### config.mk
export PLATFORM = sky130hd
export DESIGN_NAME = apb_diag_buffer
export DESIGN_NICKNAME = d
export VERILOG_FILES = /design/src/rtl/apb_diag_pkg.sv /design/src/rtl/diag_buf_ram.sv /design/src/rtl/apb_diag_buffer.sv
export SDC_FILE = /design/constraint.sdc
export NUM_CORES = 2
export LEC_CHECK = 0
export CELL_PAD_IN_SITES_DETAIL_PLACEMENT = 1
export CELL_PAD_IN_SITES_GLOBAL_PLACEMENT = 2
export CORE_MARGIN = 2
export CORE_UTILIZATION = 41
export DETAILED_ROUTE_END_ITERATION = 7
export GPL_TIMING_DRIVEN = 0
export HOLD_SLACK_MARGIN = 0.02
export PLACE_DENSITY_LB_ADDON = 0.2
export SLEW_MARGIN = 5
export SYNTH_ARGS = -nofsm -noshare
export SYNTH_HDL_FRONTEND = slang
export SYNTH_HIERARCHICAL = 1
export SYNTH_SLANG_ARGS = --single-unit
### constraint.sdc
create_clock -name pclk -period 10.5 [get_ports pclk]
set_input_delay 1.575 -clock pclk [delete_from_list [all_inputs] [get_ports pclk]]
set_output_delay 1.575 -clock pclk [all_outputs]
set_load 0.005 [all_outputs]
### src/rtl/apb_diag_pkg.sv
// Shared definitions for the diagnostic buffer: register offsets, CTRL/STATUS
// bit positions and the POP read state machine encoding.
package apb_diag_pkg;

   localparam logic [11:0] OFF_CTRL   = 12'h000;
   localparam logic [11:0] OFF_STATUS = 12'h004;
   localparam logic [11:0] OFF_DROP   = 12'h008;
   localparam logic [11:0] OFF_POP    = 12'h00C;

   localparam int CTRL_EN      = 0;
   localparam int CTRL_CLR     = 1;
   localparam int CTRL_OVWR    = 2;
   localparam int CTRL_THR_LSB = 8;
   localparam int CTRL_THR_W   = 8;

   localparam int STAT_EMPTY = 16;
   localparam int STAT_FULL  = 17;

   typedef enum logic {
      IDLE = 1'b0,
      WAIT = 1'b1
   } state_e;

endpackage

### src/rtl/diag_buf_ram.sv
// DEPTH x 32 simple dual-port RAM: one write port, one registered read port.
// A read and write to the same address in one cycle returns the old contents.
module diag_buf_ram #(
   parameter int DEPTH = 64,
   parameter int AW    = $clog2(DEPTH)
) (
   input  logic          clk_i,
   input  logic          we_i,
   input  logic [AW-1:0] waddr_i,
   input  logic [31:0]   wdata_i,
   input  logic          re_i,
   input  logic [AW-1:0] raddr_i,
   output logic [31:0]   rdata_o
);

   logic [31:0] mem_q [DEPTH];

   always_ff @(posedge clk_i) begin
      if (we_i) begin
         mem_q[waddr_i] <= wdata_i;
      end
      if (re_i) begin
         rdata_o <= mem_q[raddr_i];
      end
   end

endmodule

### src/rtl/apb_diag_buffer.sv
// APB4 completer over a circular log buffer fed by hardware event sources.
// CTRL/STATUS/DROP_CNT are zero-wait; a POP read takes one wait state for the RAM read.
module apb_diag_buffer
   import apb_diag_pkg::*;
#(
   parameter int DEPTH = 64,
   parameter int CNT_W = $clog2(DEPTH) + 1
) (
   input  logic        pclk,
   input  logic        preset_n,
   input  logic [11:0] paddr,
   input  logic        psel,
   input  logic        penable,
   input  logic        pwrite,
   input  logic [31:0] pwdata,
   input  logic [3:0]  pstrb,
   output logic        pready,
   output logic [31:0] prdata,
   output logic        pslverr,
   input  logic        evt_valid,
   input  logic [31:0] evt_data,
   output logic        irq
);

   localparam int AW = $clog2(DEPTH);

   state_e           state_q, state_d;
   logic [AW-1:0]    wr_ptr_q, wr_ptr_d;
   logic [AW-1:0]    rd_ptr_q, rd_ptr_d;
   logic [CNT_W-1:0] count_q, count_d;
   logic [15:0]      drop_q, drop_d;
   logic             en_q, en_d;
   logic             ovwr_q, ovwr_d;
   logic [7:0]       thresh_q, thresh_d;
   logic             irq_q, irq_d;
   logic             live_q;

   logic        access;
   logic        empty, full;
   logic        ram_we, ram_re;
   logic [31:0] ram_rdata;
   logic        do_pop, clr;
   logic        push, grow, ovr, drop;
   logic        rdy_c, err_c;
   logic [31:0] rdata_c;
   logic [31:0] ctrl_rd, status_rd;
   logic        unused_bits;

   // live_q keeps the bus outputs quiet until the first clock after reset release
   assign access = psel && penable && live_q;
   assign empty  = (count_q == '0);
   assign full   = (count_q == CNT_W'(DEPTH));

   always_comb begin
      ctrl_rd                                 = '0;
      ctrl_rd[CTRL_EN]                        = en_q;
      ctrl_rd[CTRL_OVWR]                      = ovwr_q;
      ctrl_rd[CTRL_THR_LSB +: CTRL_THR_W]     = thresh_q;
      status_rd                               = '0;
      status_rd[CNT_W-1:0]                    = count_q;
      status_rd[STAT_EMPTY]                   = empty;
      status_rd[STAT_FULL]                    = full;
   end

   always_comb begin
      state_d  = state_q;
      wr_ptr_d = wr_ptr_q;
      rd_ptr_d = rd_ptr_q;
      count_d  = count_q;
      drop_d   = drop_q;
      en_d     = en_q;
      ovwr_d   = ovwr_q;
      thresh_d = thresh_q;
      ram_re   = 1'b0;
      ram_we   = 1'b0;
      do_pop   = 1'b0;
      clr      = 1'b0;
      rdy_c    = 1'b0;
      err_c    = 1'b0;
      rdata_c  = '0;

      if (access) begin
         if (state_q == WAIT) begin
            rdy_c   = 1'b1;
            rdata_c = ram_rdata;
            do_pop  = 1'b1;
            state_d = IDLE;
         end else if (pwrite) begin
            rdy_c = 1'b1;
            if (paddr == OFF_CTRL) begin
               if (pstrb[0]) begin
                  en_d   = pwdata[CTRL_EN];
                  ovwr_d = pwdata[CTRL_OVWR];
                  clr    = pwdata[CTRL_CLR];
               end
               if (pstrb[1]) begin
                  thresh_d = pwdata[CTRL_THR_LSB +: CTRL_THR_W];
               end
            end else begin
               err_c = 1'b1;
            end
         end else begin
            rdy_c = 1'b1;
            case (paddr)
               OFF_CTRL:   rdata_c = ctrl_rd;
               OFF_STATUS: rdata_c = status_rd;
               OFF_DROP:   rdata_c = {16'h0000, drop_q};
               OFF_POP: begin
                  if (empty) begin
                     err_c = 1'b1;
                  end else begin
                     rdy_c   = 1'b0;
                     ram_re  = 1'b1;
                     state_d = WAIT;
                  end
               end
               default:    err_c = 1'b1;
            endcase
         end
      end

      // A pop commit frees a slot, so a full buffer still takes the push then
      push = en_q && evt_valid && !clr;
      grow = push && (!full || do_pop);
      ovr  = push && full && !do_pop && ovwr_q;
      drop = push && full && !do_pop;

      ram_we = grow || ovr;
      if (ram_we) begin
         wr_ptr_d = wr_ptr_q + AW'(1);
      end
      if (do_pop || ovr) begin
         rd_ptr_d = rd_ptr_q + AW'(1);
      end
      if (grow && !do_pop) begin
         count_d = count_q + CNT_W'(1);
      end else if (!grow && do_pop) begin
         count_d = count_q - CNT_W'(1);
      end
      if (drop && (drop_q != 16'hFFFF)) begin
         drop_d = drop_q + 16'd1;
      end

      if (clr) begin
         wr_ptr_d = '0;
         rd_ptr_d = '0;
         count_d  = '0;
         drop_d   = '0;
         ram_we   = 1'b0;
      end
   end

   assign irq_d = en_q && (thresh_q != 8'd0) && (32'(count_q) >= 32'(thresh_q));

   always_ff @(posedge pclk or negedge preset_n) begin
      if (!preset_n) begin
         state_q  <= IDLE;
         wr_ptr_q <= '0;
         rd_ptr_q <= '0;
         count_q  <= '0;
         drop_q   <= '0;
         en_q     <= 1'b0;
         ovwr_q   <= 1'b0;
         thresh_q <= '0;
         irq_q    <= 1'b0;
         live_q   <= 1'b0;
      end else begin
         state_q  <= state_d;
         wr_ptr_q <= wr_ptr_d;
         rd_ptr_q <= rd_ptr_d;
         count_q  <= count_d;
         drop_q   <= drop_d;
         en_q     <= en_d;
         ovwr_q   <= ovwr_d;
         thresh_q <= thresh_d;
         irq_q    <= irq_d;
         live_q   <= 1'b1;
      end
   end

   diag_buf_ram #(
      .DEPTH (DEPTH),
      .AW    (AW)
   ) u_ram (
      .clk_i   (pclk),
      .we_i    (ram_we),
      .waddr_i (wr_ptr_q),
      .wdata_i (evt_data),
      .re_i    (ram_re),
      .raddr_i (rd_ptr_q),
      .rdata_o (ram_rdata)
   );

   assign pready  = rdy_c;
   assign prdata  = rdata_c;
   assign pslverr = err_c;
   assign irq     = irq_q;

   assign unused_bits = ^{pwdata[31:16], pwdata[7:3], pstrb[3:2]};

endmodule

## Word-level counts from Yosys, hierarchy flattened

Memory sizes are Yosys's and may differ from the RTL's. A register that Yosys moved wholly into a read port is not among the register bits.
Cells that the tools add are included.
W data, S select, Z words.

- $add $sub $neg: 5
- Order comparisons: 1
- Equal/unequal tests: 5
- Multiplexer cells: 38
- Bitwise logic cells: 1
- Reductions and logical operators: 30

Operators by type and width:

| operator | number |
|---|---|
| $mux W32 | 2 |
| $pmux W18 S3 | 1 |
| $mux W16 | 2 |
| $eq A12 B4 Y1 const B | 2 |
| $mux W1 | 24 |
| $mux W6 | 4 |
| $mux W7 | 3 |
| $mux W18 | 1 |
| $add A16 B1 Y16 const B | 1 |
| $ne A16 B16 Y1 const B | 1 |
| $logic_and A1 B1 Y1 | 13 |
| $add A6 B1 Y6 const B | 2 |
| $eq A12 B3 Y1 const B | 1 |
| $logic_not A12 Y1 | 1 |
| $reduce_and A5 Y1 | 2 |
| $ge A7 B8 Y1 | 1 |
| $reduce_bool A8 Y1 | 1 |
| $add A7 B1 Y7 const B | 1 |
| $eq A7 B7 Y1 const B | 1 |
| $logic_not A7 Y1 | 1 |
| $sub A7 B1 Y7 const B | 1 |
| $reduce_bool A2 Y1 | 3 |
| $logic_not A1 Y1 | 4 |
| $logic_or A1 B1 Y1 | 3 |
| 4 further kinds | 4 |

- Register bits: 48
- RAM bits: 2,048
- Input bits: 86
- Output and inout bits: 35
- Logic and storage cells: 91
- Memories: 1

Memory list:

| memory | depth | width | rd ports | clocked after Yosys merged registers in | wr ports | line | text |
|---|---|---|---|---|---|---|---|
| u_ram.mem_q | 64 | 32 | 1 | 1 | 1 | diag_buf_ram.sv:16 | `logic [31:0] mem_q [DEPTH];` |

## Logic depth before layout (Yosys ltp)

- Depth after elaboration: 14
- Depth in mapped cells: 13
- Mapped depth without buffers: 12

## Modules after synthesis

Netlist, hierarchy kept.

Modules (own cells, without submodules):

| module | instances | cells each | area each (sq um) | sequential area each (sq um) |
|---|---|---|---|---|
| diag_buf_ram | 1 | 3,324 | 78,835.6 | 62,459.9 |
| apb_diag_buffer | 1 | 359 | 3,343.2 | 1,201.2 |

## Least setup slack after synthesis

No wires, ideal clock.

- Kind: in2reg
- From: input psel
- To: memory u_ram.mem_q[48][0], enable pin
- Setup time: 0.461 ns
- Arrival time: 5.145 ns
- Required time: 10.039 ns
- Slack: 4.894 ns
- Stages on the path: 8
- Path buffers: 1
- Path through: and4_1 > buf_2 > nor2_1 > a21oi_1 > and2_1 > nor2b_1 > nand4b_1 > nor3_1

- Cells in the longest elaborated chain, start to end: 12
- Elaborated cells between the ends (all ways): 16
- Those cells by class: mux: 5; reduce/logical: 11

Ends and longest elaborated chain:

| element | line | text |
|---|---|---|
| from (decl) | apb_diag_buffer.sv:12 | `input logic psel,` |
| $logic_and A1 B1 Y1 * (2 in series) | apb_diag_buffer.sv:50 | `assign access = psel && penable && live_q;` |
| $mux W1 | apb_diag_buffer.sv:82 | `if (access) begin` |
| $logic_not A1 Y1 | apb_diag_buffer.sv:123 | `push = en_q && evt_valid && !clr;` |
| $logic_and A1 B1 Y1 | apb_diag_buffer.sv:123 |  |
| $logic_and A1 B1 Y1 (3 in series) | apb_diag_buffer.sv:125 | `ovr = push && full && !do_pop && ovwr_q;` |
| $logic_or A1 B1 Y1 | apb_diag_buffer.sv:128 | `ram_we = grow \|\| ovr;` |
| $mux W1 * | apb_diag_buffer.sv:144 | `if (clr) begin` |
| named net ram_we | apb_diag_buffer.sv:40 | `logic ram_we, ram_re;` |
| $mux W1 * | diag_buf_ram.sv:19 | `if (we_i) begin` |
| $mux W1 (not written as such) * | diag_buf_ram.sv:20 | `mem_q[waddr_i] <= wdata_i;` |
| to (decl) | diag_buf_ram.sv:16 |  |

Mark *: on every way through the listed nets, which the timed path passes. The rest lies on a longest branch.

## Final worst setup path

- From: input psel
- To: output prdata[31]

- Cells in the longest elaborated chain, start to end: 3

Ends and longest elaborated chain:

| element | line | text |
|---|---|---|
| $logic_and A1 B1 Y1 (2 in series) | apb_diag_buffer.sv:50 |  |
| $mux W32 | apb_diag_buffer.sv:82 |  |
| to (decl) | apb_diag_buffer.sv:18 | `output logic [31:0] prdata,` |

No other way between the ends.

==> Implementation_results.wiki <==
{| class="wikitable"
! Metric !! Value
|-
| Post-route antenna net violation count || 0
|-
| Vias after detailed routing || 42500
|-
| Gate power share || 0.012
|-
| Floorplan core area || 199000 um^2
|-
| Height of the die || 452 um
|-
| Core utilization of the finished layout || 0.483
|-
| Area overhead of the layout relative to synthesis || 17.3%
|-
| Crit path from || psel
|-
| Arrival time at the worst endpoint || 4.79 ns
|-
| Syn avg cell area || around 22 um^2
|-
| Ys async rst share || 0.0226
|-
| Number of placement rows || 164
|-
| Share of the synthesized area in the top cell type || 0.760
|-
| Placer congestion estimate || 0.827
|-
| Cell type with the highest aggregate area in the netlist || sky130_fd_sc_hd__edfxtp_1
|-
| Worst min-delay path class || flop to flop
|-
| Post-synthesis sequential area ratio || 0.775
|-
| Share of layout cells above drive strength 1 || 0.278
|-
| Die X-Extent || around 450 um
|-
| Tcrit/Tclk final || 0.606
|-
| Seq cells post-synth || 2128
|-
| Maximum buffer depth of the clock tree || 3
|-
| TritonCTS clock tree || built
|-
| Total global routing track utilization || 0.270
|-
| Termination of the worst setup path || prdata[31]
|-
| Number of global-route vias before repair || 43000
|-
| Largest cells by area after synthesis || sky130_fd_sc_hd__edfxtp_1 76%, sky130_fd_sc_hd__mux4_2 15%, sky130_fd_sc_hd__dfrtp_1 1.5%
|-
| Most frequent cells after synthesis || 2080 x sky130_fd_sc_hd__edfxtp_1, 544 x sky130_fd_sc_hd__mux4_2, 177 x sky130_fd_sc_hd__nor2_1, 95 x sky130_fd_sc_hd__mux2i_1, 84 x sky130_fd_sc_hd__o22ai_1
|-
| # fillers || between 15000 and 20000
|-
| Worst slew pin tran || 1.58 ns
|-
| Relative slew slack || -0.0566
|-
| Clock Pin Slew Worst Setup and Hold Paths || around 0.06 ns
|-
| Cell-internal power || 13.6 mW
|-
| Violation count after the first detailed-route iteration || 5887
|-
| Sequential fraction of design power || 0.545
|-
| Worst clock skew on the final layout || 0.0321 ns
|-
| Final WL || 275000 um
|-
| Summed negative setup slack over all endpoints || 0 ns
|-
| Switching portion of total power || 0.204
|-
| Unrepaired setup endpoints after global routing || no
|-
| Final-report setup violation count || 0
|-
| Leakage power || about 29 nW
|-
| Final Hold Viols || 0
|-
| Drt first pass iters || 6
|-
| Maximum VDD drop || 0.160 mV
|-
| Cell chain of the critical path || clkdlybuf4s50_1 > and4_1 > buf_2 > clkbuf_1 > and2_1 > clkdlybuf4s50_1
|-
| Setup Buffers After CTS || 0
|-
| First-pass GRT wire length || around 370000 um
|-
| Number of max-cap violations || 1
|-
| Area of the die || 204000 um^2
|-
| Met3 global-route usage || 0.0420
|-
| Insertion delay to the later sink of the worst-skew pair || 0.88 ns
|-
| Average wire per cell in the routed design || 39.4 um
|-
| Outcome || finished, violations left
|-
| Predominant post-synthesis flop cell || sky130_fd_sc_hd__edfxtp_1
|-
| Final Max Tran Viols || 11
|-
| Setup crit start kind || input pin
|-
| Hold-fix buffer count after cts || 0
|-
| Pin count of the biggest net entering global routing || 65
|-
| Fraction of met2 tracks used by global routing || 0.438
|-
| Post-detailed-route DRC marker count || 0
|-
| Violations in the final reports || max-capacitance violations, max-slew violations
|-
| Number of library cell types mapped by synthesis || just over 70
|-
| Detailed Place HPWL || 183000 um
|-
| Starting density of the core || 0.412
|-
| Cell with the most instances on the worst path || sky130_fd_sc_hd__clkdlybuf4s50_1
|-
| Critical Setup Path Class || input pin to output pin
|-
| Number of gates resized after cts || 0
|-
| Post-synthesis net count || about 3800
|-
| Pwr per Cell Area || 177 nW/um^2
|-
| Total number of nets in the final design || 4240
|-
| Number of clock buffers inserted by TritonCTS || 220
|-
| Launching point of the worst reg2reg path || rd_ptr_q[1]
|-
| Count of input and output buffers || 97
|-
| Library cell with the highest instance count after synthesis || sky130_fd_sc_hd__edfxtp_1
|-
| Setup slack, reg-to-reg || 5.45 ns
|-
| Tmin final || 6.37 ns
|-
| Global-route track usage on met1 || 0.375
|-
| Clock tree root buffer cell || sky130_fd_sc_hd__clkbuf_16
|-
| Critical path's slowest cell || sky130_fd_sc_hd__clkbuf_1
|-
| Number of warning messages in the yosys log || 6
|-
| Total global routing overflow || 0
|-
| Global-route layer with the greatest usage || met2
|-
| Depth of the most critical reg-to-reg path || 9
|-
| Clock Sinks || 2128
|-
| FMAX || roughly 160 MHz
|-
| Maximum level of the CTS H-tree || 4
|-
| Crit end category || output pin
|-
| Worst EP required || 8.93 ns
|-
| Area of the mapped netlist || a little over 80000 um^2
|-
| Initial antenna violation count || 15
|-
| RR Endpoint || u_ram/rdata_o[6]
|-
| Final total power || 17.1 mW
|-
| I/O pin cnt || 121
|-
| Clock network power share || 0.443
|-
| Routed vias/inst || 6.08
|-
| Post-synthesis cell count || 3683
|-
| NetSw || 3.49 mW
|-
| Max Fanout on Critical Path || 10
|-
| EDFF count, synth || 2080
|-
| Max incr delay on CP || 0.99 ns
|}
-- through the flow --
stage / setup WS (ns) / hold WS (ns) / area, um^2 / cells
finish: 4.13 / 0.563 / 96400 / 6985
global route: 4.18 / 0.592 / 96400 / 6980
CTS: 4.14 / 0.570 / 96400 / 6979
detailed placement: 4.15 / 0.546 / 89500 / 6571
global placement: 0.326 / 0.529 / 86500 / 6436
floorplan: 4.89 / 0.494 / 82200 / 3683
-- final cells by class --
type | instances | area [um^2] | share of cell area
diodes | 6 | 15.0 | 0.000156
plain buffers | 198 | 981 | 0.0102
clock buffers | 292 | 5820 | 0.0603
clock inverters | 116 | 1030 | 0.0107
inverters | 14 | 52.6 | 0.000545
multi-input cells | 1343 | 18000 | 0.186
flip-flops and latches | 2128 | 63700 | 0.660
well taps | 2656 | 3320 | 0.0345
repair buffers | 232 | 3560 | 0.0369
-- per-layer routing --
layer	up-vias	wire, um
met5	-	41
met4	6	10200
met3	395	21700
met2	2020	133000
met1	23500	110000
li1	16500	-
-- cell families after synthesis --
family                     share of synthesized area
muxes                                          0.162
adders and majority gates                    0.00268
DFF                                            0.775
AOI/OAI and AO/OA                             0.0231
other                                      0.0000456
buffers and inverters                         0.0125
xor gates and xnor gates                     0.00245
and+or+nand+nor                               0.0225
-- registers in the layout (all words and copies together) (netlist names), 6 cells and up --
signal and cells:
drop_q 16, u_ram/rdata_o 32, rd_ptr_q 6, count_q 7, wr_ptr_q 6, u_ram/mem_q 2048, thresh_q 8
-- worst min-delay path by stage --
stage,cells past startpoint,end,start,slack [ns]
2_1_floorplan,1,thresh_q[7],thresh_q[7],0.49
3_3_place_gp,2,wr_ptr_q[5],wr_ptr_q[5],0.53
3_5_place_dp,1,thresh_q[7],thresh_q[7],0.55
4_1_cts,1,thresh_q[7],thresh_q[7],0.57
5_1_grt,1,thresh_q[7],thresh_q[7],0.59
6_report,2,wr_ptr_q[3],wr_ptr_q[3],0.56
-- placed cells by master (no fill, tap or decap), types with 8 or more instances in the layout --
cell                              synthesis  layout
sky130_fd_sc_hd__clkbuf_1                82     145
sky130_fd_sc_hd__nor2b_1                 18      18
sky130_fd_sc_hd__nand3_1                 17      17
sky130_fd_sc_hd__mux4_2                 544     544
sky130_fd_sc_hd__buf_2                   62      87
sky130_fd_sc_hd__o22ai_1                 84      84
sky130_fd_sc_hd__bufinv_16                0      14
sky130_fd_sc_hd__clkinv_1                 0      43
sky130_fd_sc_hd__a311oi_1                 8       8
sky130_fd_sc_hd__xnor2_1                 18      18
sky130_fd_sc_hd__nor4_1                   8       8
sky130_fd_sc_hd__a21oi_1                 75      75
sky130_fd_sc_hd__nand2b_1                10      10
sky130_fd_sc_hd__clkdlybuf4s50_1          0      64
sky130_fd_sc_hd__nor2_4                   0      62
sky130_fd_sc_hd__a22o_1                   8       8
sky130_fd_sc_hd__o221ai_1                27      27
sky130_fd_sc_hd__nor2_1                 177     115
sky130_fd_sc_hd__buf_12                   0     111
sky130_fd_sc_hd__o21ai_0                 18      18
sky130_fd_sc_hd__edfxtp_1              2080    2080
sky130_fd_sc_hd__and2_1                  21      20
sky130_fd_sc_hd__buf_4                   26      41
sky130_fd_sc_hd__clkbuf_16                0     222
sky130_fd_sc_hd__buf_6                    7       9
sky130_fd_sc_hd__mux2_2                  10      10
sky130_fd_sc_hd__clkinv_2                 0      39
sky130_fd_sc_hd__mux2i_1                 95      95
sky130_fd_sc_hd__buf_16                   0      16
sky130_fd_sc_hd__dfrtp_1                 48      48
sky130_fd_sc_hd__inv_1                   14      14
sky130_fd_sc_hd__nor3_1                  17      15
sky130_fd_sc_hd__a22oi_1                 21      21
sky130_fd_sc_hd__nand2_1                 53      53
sky130_fd_sc_hd__buf_1                   21      20
sky130_fd_sc_hd__ha_1                    16      16
-- critical path: cells and delay by family --
kind / cells / cell delay (ns)
buf+inv: 4 / 2.39
simple gates: 2 / 0.80
-- power groups by stage --
stage               registers [mW]  clock network [mW]  logic (mW)
floorplan                     9.50                   0     0.00765
global placement              9.52                   0       0.173
detailed placement            9.49                   0       0.204
CTS                           9.31                7.68       0.204
global route                  9.31                7.97       0.215
finish                        9.31                7.56       0.201
No activity file was read; power rests on OpenSTA's default activity.
